===== config.mk =====
export PLATFORM = sky130hd
export DESIGN_NAME = fft_ctrl
export DESIGN_NICKNAME = d
export VERILOG_FILES = /design/src/rtl/fft_pkg.sv /design/src/rtl/fft_delay_line.sv /design/src/rtl/fft_ctrl.sv
export SDC_FILE = /design/constraint.sdc
export NUM_CORES = 1
export LEC_CHECK = 0
export BUFFER_PORTS_ARGS = -buffer_cell sky130_fd_sc_hd__buf_2
export CAP_MARGIN = 20
export CORE_ASPECT_RATIO = 0.5
export CORE_UTILIZATION = 50
export CTS_CLUSTER_DIAMETER = 120
export DETAILED_ROUTE_END_ITERATION = 6
export GPL_TIMING_DRIVEN = 0
export PLACE_DENSITY_LB_ADDON = 0.05
export RECOVER_POWER = 100
export REMOVE_ABC_BUFFERS = 1
export SETUP_SLACK_MARGIN = 0.5
export SLEW_MARGIN = 30
export SYNTH_ARGS = -nofsm -noshare
export SYNTH_HDL_FRONTEND = slang
export SYNTH_SLANG_ARGS = --single-unit
export TNS_END_PERCENT = 1

===== constraint.sdc =====
create_clock -name clk -period 2.1 [get_ports clk]
set_clock_uncertainty 0.15 [all_clocks]
set_input_delay 0.315 -clock clk [delete_from_list [all_inputs] [get_ports clk]]
set_output_delay 0.315 -clock clk [all_outputs]
set_load 0.05 [all_outputs]

===== src/rtl/fft_pkg.sv =====
// Shared definitions for the FFT address controller: FSM encoding and
// default transform geometry.
package fft_pkg;

  localparam int unsigned LOG2N_DEF = 4;
  localparam int unsigned PIPE_DEF  = 2;
  localparam int unsigned SAMPLE_W  = 16;

  typedef enum logic [1:0] {
    IDLE = 2'd0,
    RUN  = 2'd1,
    GAP  = 2'd2,
    FIN  = 2'd3
  } state_e;

endpackage


===== src/rtl/fft_delay_line.sv =====
// Fixed-depth shift register that aligns write-back strobe/addresses with
// the read issue; cleared on reset so no stale write survives an abort.
module fft_delay_line #(
  parameter int unsigned WIDTH = 1,
  parameter int unsigned DEPTH = 2
) (
  input  logic             clk,
  input  logic             reset,
  input  logic [WIDTH-1:0] din,
  output logic [WIDTH-1:0] dout
);

  logic [WIDTH-1:0] pipe_q [DEPTH];
  logic [WIDTH-1:0] pipe_d [DEPTH];

  always_comb begin
    pipe_d[0] = din;
    for (int unsigned i = 1; i < DEPTH; i++) begin
      pipe_d[i] = pipe_q[i-1];
    end
  end

  always_ff @(posedge clk) begin
    if (reset) begin
      for (int unsigned i = 0; i < DEPTH; i++) begin
        pipe_q[i] <= '0;
      end
    end else begin
      for (int unsigned i = 0; i < DEPTH; i++) begin
        pipe_q[i] <= pipe_d[i];
      end
    end
  end

  assign dout = pipe_q[DEPTH-1];

endmodule


===== src/rtl/fft_ctrl.sv =====
// In-place radix-2 DIF FFT sequencer: walks stages and butterflies, issues
// operand/twiddle addresses and the delayed write-back strobe.
module fft_ctrl
  import fft_pkg::*;
#(
  parameter int unsigned LOG2N = LOG2N_DEF,
  parameter int unsigned PIPE  = PIPE_DEF
) (
  input  logic             clk,
  input  logic             reset,
  input  logic             start,
  output logic             busy,
  output logic             done,
  output logic [LOG2N-1:0] stage,
  output logic             rd_en,
  output logic [LOG2N-1:0] rd_addr_i,
  output logic [LOG2N-1:0] rd_addr_j,
  output logic [LOG2N-2:0] tw_addr,
  output logic             wr_en,
  output logic [LOG2N-1:0] wr_addr_i,
  output logic [LOG2N-1:0] wr_addr_j
);

  localparam int unsigned GAP_W = $clog2(PIPE + 1);
  localparam logic [GAP_W-1:0] GAP_LAST   = GAP_W'(PIPE - 1);
  localparam logic [LOG2N-1:0] LAST_STAGE = LOG2N'(LOG2N - 1);
  localparam int unsigned DW = 2 * LOG2N + 1;

  state_e             state_q, state_d;
  logic [LOG2N-2:0]   b_q, b_d;
  logic [LOG2N-1:0]   stage_q, stage_d;
  logic [GAP_W-1:0]   gap_q, gap_d;

  always_ff @(posedge clk) begin
    if (reset) begin
      state_q <= IDLE;
      b_q     <= '0;
      stage_q <= '0;
      gap_q   <= '0;
    end else begin
      state_q <= state_d;
      b_q     <= b_d;
      stage_q <= stage_d;
      gap_q   <= gap_d;
    end
  end

  always_comb begin
    state_d = state_q;
    b_d     = b_q;
    stage_d = stage_q;
    gap_d   = gap_q;
    case (state_q)
      IDLE: begin
        if (start) begin
          state_d = RUN;
          b_d     = '0;
          stage_d = '0;
        end
      end
      RUN: begin
        b_d = b_q + 1'b1;
        if (b_q == '1) begin
          state_d = GAP;
          b_d     = '0;
          gap_d   = '0;
        end
      end
      GAP: begin
        gap_d = gap_q + 1'b1;
        if (gap_q == GAP_LAST) begin
          gap_d = '0;
          if (stage_q == LAST_STAGE) begin
            state_d = FIN;
            stage_d = '0;
          end else begin
            state_d = RUN;
            stage_d = stage_q + 1'b1;
          end
        end
      end
      FIN:     state_d = IDLE;
      default: state_d = IDLE;
    endcase
  end

  // DIF addressing without division: kmask = span-1, so the masked-off
  // upper bits of b are group*span and doubling them yields 2*span*group.
  logic [LOG2N-2:0] kmask, k;
  logic [LOG2N-1:0] span, addr_i, addr_j;

  always_comb begin
    kmask  = {(LOG2N-1){1'b1}} >> stage_q;
    k      = b_q & kmask;
    span   = {1'b0, kmask} + LOG2N'(1);
    addr_i = {b_q & ~kmask, 1'b0} | {1'b0, k};
    addr_j = addr_i | span;
  end

  assign rd_en     = (state_q == RUN);
  assign busy      = (state_q == RUN) || (state_q == GAP);
  assign done      = (state_q == FIN);
  assign stage     = stage_q;
  assign rd_addr_i = rd_en ? addr_i : '0;
  assign rd_addr_j = rd_en ? addr_j : '0;
  assign tw_addr   = rd_en ? (k << stage_q) : '0;

  logic [DW-1:0] dl_in, dl_out;

  assign dl_in = {rd_en, rd_addr_i, rd_addr_j};

  fft_delay_line #(
    .WIDTH(DW),
    .DEPTH(PIPE)
  ) u_wr_delay (
    .clk  (clk),
    .reset(reset),
    .din  (dl_in),
    .dout (dl_out)
  );

  assign {wr_en, wr_addr_i, wr_addr_j} = dl_out;

endmodule


==> impl_metrics.tcl <==
set metrics [dict create \
    path_class "reg2out" \
    p_leak_nw 0.855 \
    yosys.cell_types.count 38 \
    relSlewSlack_pct 28.6 \
    dominantRegCellSynth "dfxtp_1" \
    hold_end "u_wr_delay.pipe_q[0][17]" \
    path_max_fanout 6 \
    synth_warnings 0 \
    numCtsBuffers 5 \
    grt_pass1_wl_um 4750 \
    syn_inst 147 \
    grt_max_degree 22 \
    area_delta_synth_final_pct 55.1 \
    pre_cts_ws_ps -74.0 \
    grt_antenna_before_repair 0 \
    outcome "finished with violations" \
    dp_hpwl_um 1690 \
    path_clk_slew_ps 60 \
    ff2ff_path_depth 11 \
    end_kind "output port" \
    required_ps 1630 \
    synth_edf_count 0 \
    core_mm2 0.00239 \
    ir_worst_vdd_mv 0.941 \
    fp-row-count 12 \
    cp-start-kind "register" \
    start_util_pct 57.2 \
    grt_pass1_vias 1062 \
    postPlaceCellArea_mm2 0.00147 \
    drive_above_1_share_pct 50.0 \
    vias 1321 \
    drt-initial-drc-count 85 \
    fin_area_mm2 0.00212 \
    vias_per_cell 5.92 \
    tightest_slew_ps 1070 \
    violations "negative setup slack" \
    rsz0062_at_grt "true" \
    synth_most_common_cell "dfxtp_1" \
    drc 0 \
    fill_cells 111 \
    clock-root-buffer "clkbuf_8" \
    hp-start "u_wr_delay.pipe_q[0][8]" \
    die_w_um 75.9 \
    yosys-top-cells-area "dfxtp_1, nor2b_1, ha_1, buf_4, nor2_1" \
    diodes 0 \
    wl_per_cell_um 20.2 \
    drt_pass1_iterations 4 \
    rr_startpoint "stage[1]" \
    seq_area_frac_synth_pct 42.5 \
    min_path_cells 1 \
    synthArstFlopShare_pct 0 \
    floorplan.die_area_mm2 0.00296 \
    worst_slack_ps -1.13 \
    r2r-end "u_wr_delay.pipe_q[0][1]" \
    power_density_mw_per_mm2 990 \
    port_buffers 29 \
    cpMaxStageDelayCell "dfxtp_4" \
    cts-htree-levels 2 \
    max_freq_ghz 0.476 \
    synth_common_cells "dfxtp_1, nor2b_1, nor2_1" \
    cap_violations 0 \
    reg2reg_setup_slack_ps 60 \
    clock_sinks 29 \
    worstPathArrival_ps 1640 \
    hold_viol 0 \
    setup_viol 1 \
    cts_tree "done" \
    cpPeakStageDelay_ps 390 \
    drt_wl_total_um 4510 \
    fin_crit_sh_pct 100 \
    gr-total-overflow 0 \
    holdCritPathClass "reg2reg" \
    place_congestion 0.733 \
    ys_ff_latch 29 \
    clock_latency_ps 290 \
    yosys.area.top_type "dfxtp_1" \
    ioPinCount 30 \
    critPathLaunch "stage[1]" \
    min_period_ps 2100 \
    fp.dieH_um 39.0 \
    fin_setup_tns_ps -1.13 \
    synth_top_cell_area_share_pct 42.5 \
    grt_use_total_pct 22.1 \
    clock_path_buffers 2 \
    drv_slew 0 \
    avgSynthCellArea_um2 9.29 \
    nets 198 \
    syn-cell-area_mm2 0.00137 \
    path_cells "nor3_4, ha_4, a221oi_4, nor2b_2, buf_6" \
    ctsHoldBuffers 0 \
    ant_nets 0 \
]
-- worst max-delay path by stage --
stage / to / cells after the start / slack, ps
floorplan: tw_addr[1] / 3 / -1170
global placement: rd_addr_j[1] / 7 / -90
detailed placement: rd_addr_j[1] / 7 / -70
CTS: tw_addr[1] / 4 / 60
global route: rd_addr_j[1] / 5 / -50
finish: rd_addr_j[1] / 5 / -1
-- power breakdown --
group | total (mW) | switching [mW] | internal [mW]
Clock | 0.457 | 0.229 | 0.228
Sequential | 0.678 | 0.0743 | 0.604
Combinational | 0.963 | 0.570 | 0.393
Total | 2.10 | 0.874 | 1.22
-- area by class of cell --
cell class                      count  area, um^2  area share (%)
Multi-Input combinational cell     96         920            43.4
Sequential cell                    29         608            28.7
Timing Repair Buffer               48         430            20.3
Clock buffer                        5        68.8            3.25
Tap cell                           35        43.8            2.07
Inverter                            7        31.3            1.48
Clock inverter                      3        17.5           0.826
-- stage by stage --
stage / power [mW] / util [%] / instances / hold WS, ps
2_1_floorplan: 1.15 / - / 132 / 234
3_3_place_gp: 1.26 / 61.4 / 196 / 269
3_5_place_dp: 1.27 / 61.4 / 196 / 274
4_1_cts: 1.76 / 75.8 / 223 / 267
5_1_grt: 2.19 / 88.8 / 223 / 315
6_report: 2.10 / 88.8 / 223 / 296
-- critical path: cells and delay by family, from the launching register on --
family                     cells  cell delay, ps
and+or+nand+nor                2             340
AOI/OAI and AO/OA              1             210
DFF                            1             390
buffers and inverters          1             160
adders and majority gates      1             250
-- sequential cells by signal (all words and copies together), names as in the netlist --
register	flops
b_q	3
stage	4
state_q	2
u_wr_delay.pipe_q	18
gap_q	2
-- per-layer routing --
layer | track usage (%) | wire length [um] | vias up | share of wire, %
met1 | 23.6 | 1920 | 645 | 42
met2 | 40.5 | 2210 | 72 | 49
li1 | - | - | 585 | -
met4 | 13.0 | 133 | 0 | 2.9
met5 | 0 | 0 | - | 0
met3 | 7.76 | 248 | 19 | 5.5
-- placed cells by master (no fill, tap or decap), types with 3 or more instances in the layout --
| cell | Yosys | final |
|---|---|---|
| dfxtp_1 | 29 | 21 |
| buf_6 | 0 | 17 |
| nor2_1 | 16 | 13 |
| nor2b_1 | 17 | 11 |
| buf_4 | 8 | 10 |
| ha_4 | 0 | 7 |
| dfxtp_4 | 0 | 7 |
| clkbuf_1 | 4 | 7 |
| buf_2 | 3 | 7 |
| clkbuf_8 | 0 | 5 |
| buf_8 | 0 | 5 |
| nor2_4 | 0 | 4 |
| nor2b_2 | 0 | 4 |
| a32oi_1 | 4 | 4 |
| nand2_1 | 7 | 4 |
| inv_1 | 5 | 3 |
| mux2i_1 | 3 | 3 |
| nand2b_1 | 5 | 3 |
| a21oi_1 | 4 | 3 |
-- kinds of logic after synthesis --
group	after synthesis	synth area share, %
buf+inv	22	8.52
fa+ha+maj	8	7.33
mux	3	2.20
flops	29	42.5
simple gates	61	25.1
xor+xnor	1	0.641
compound gates	23	13.7
-- timing repair --
action                                  4_1_cts  5_1_grt
pin swaps                                     5       18
gates resized for setup                      29       88
setup buffers                                19        0
endpoints found under the setup margin       36       28
No activity file was read; power rests on OpenSTA's default activity.
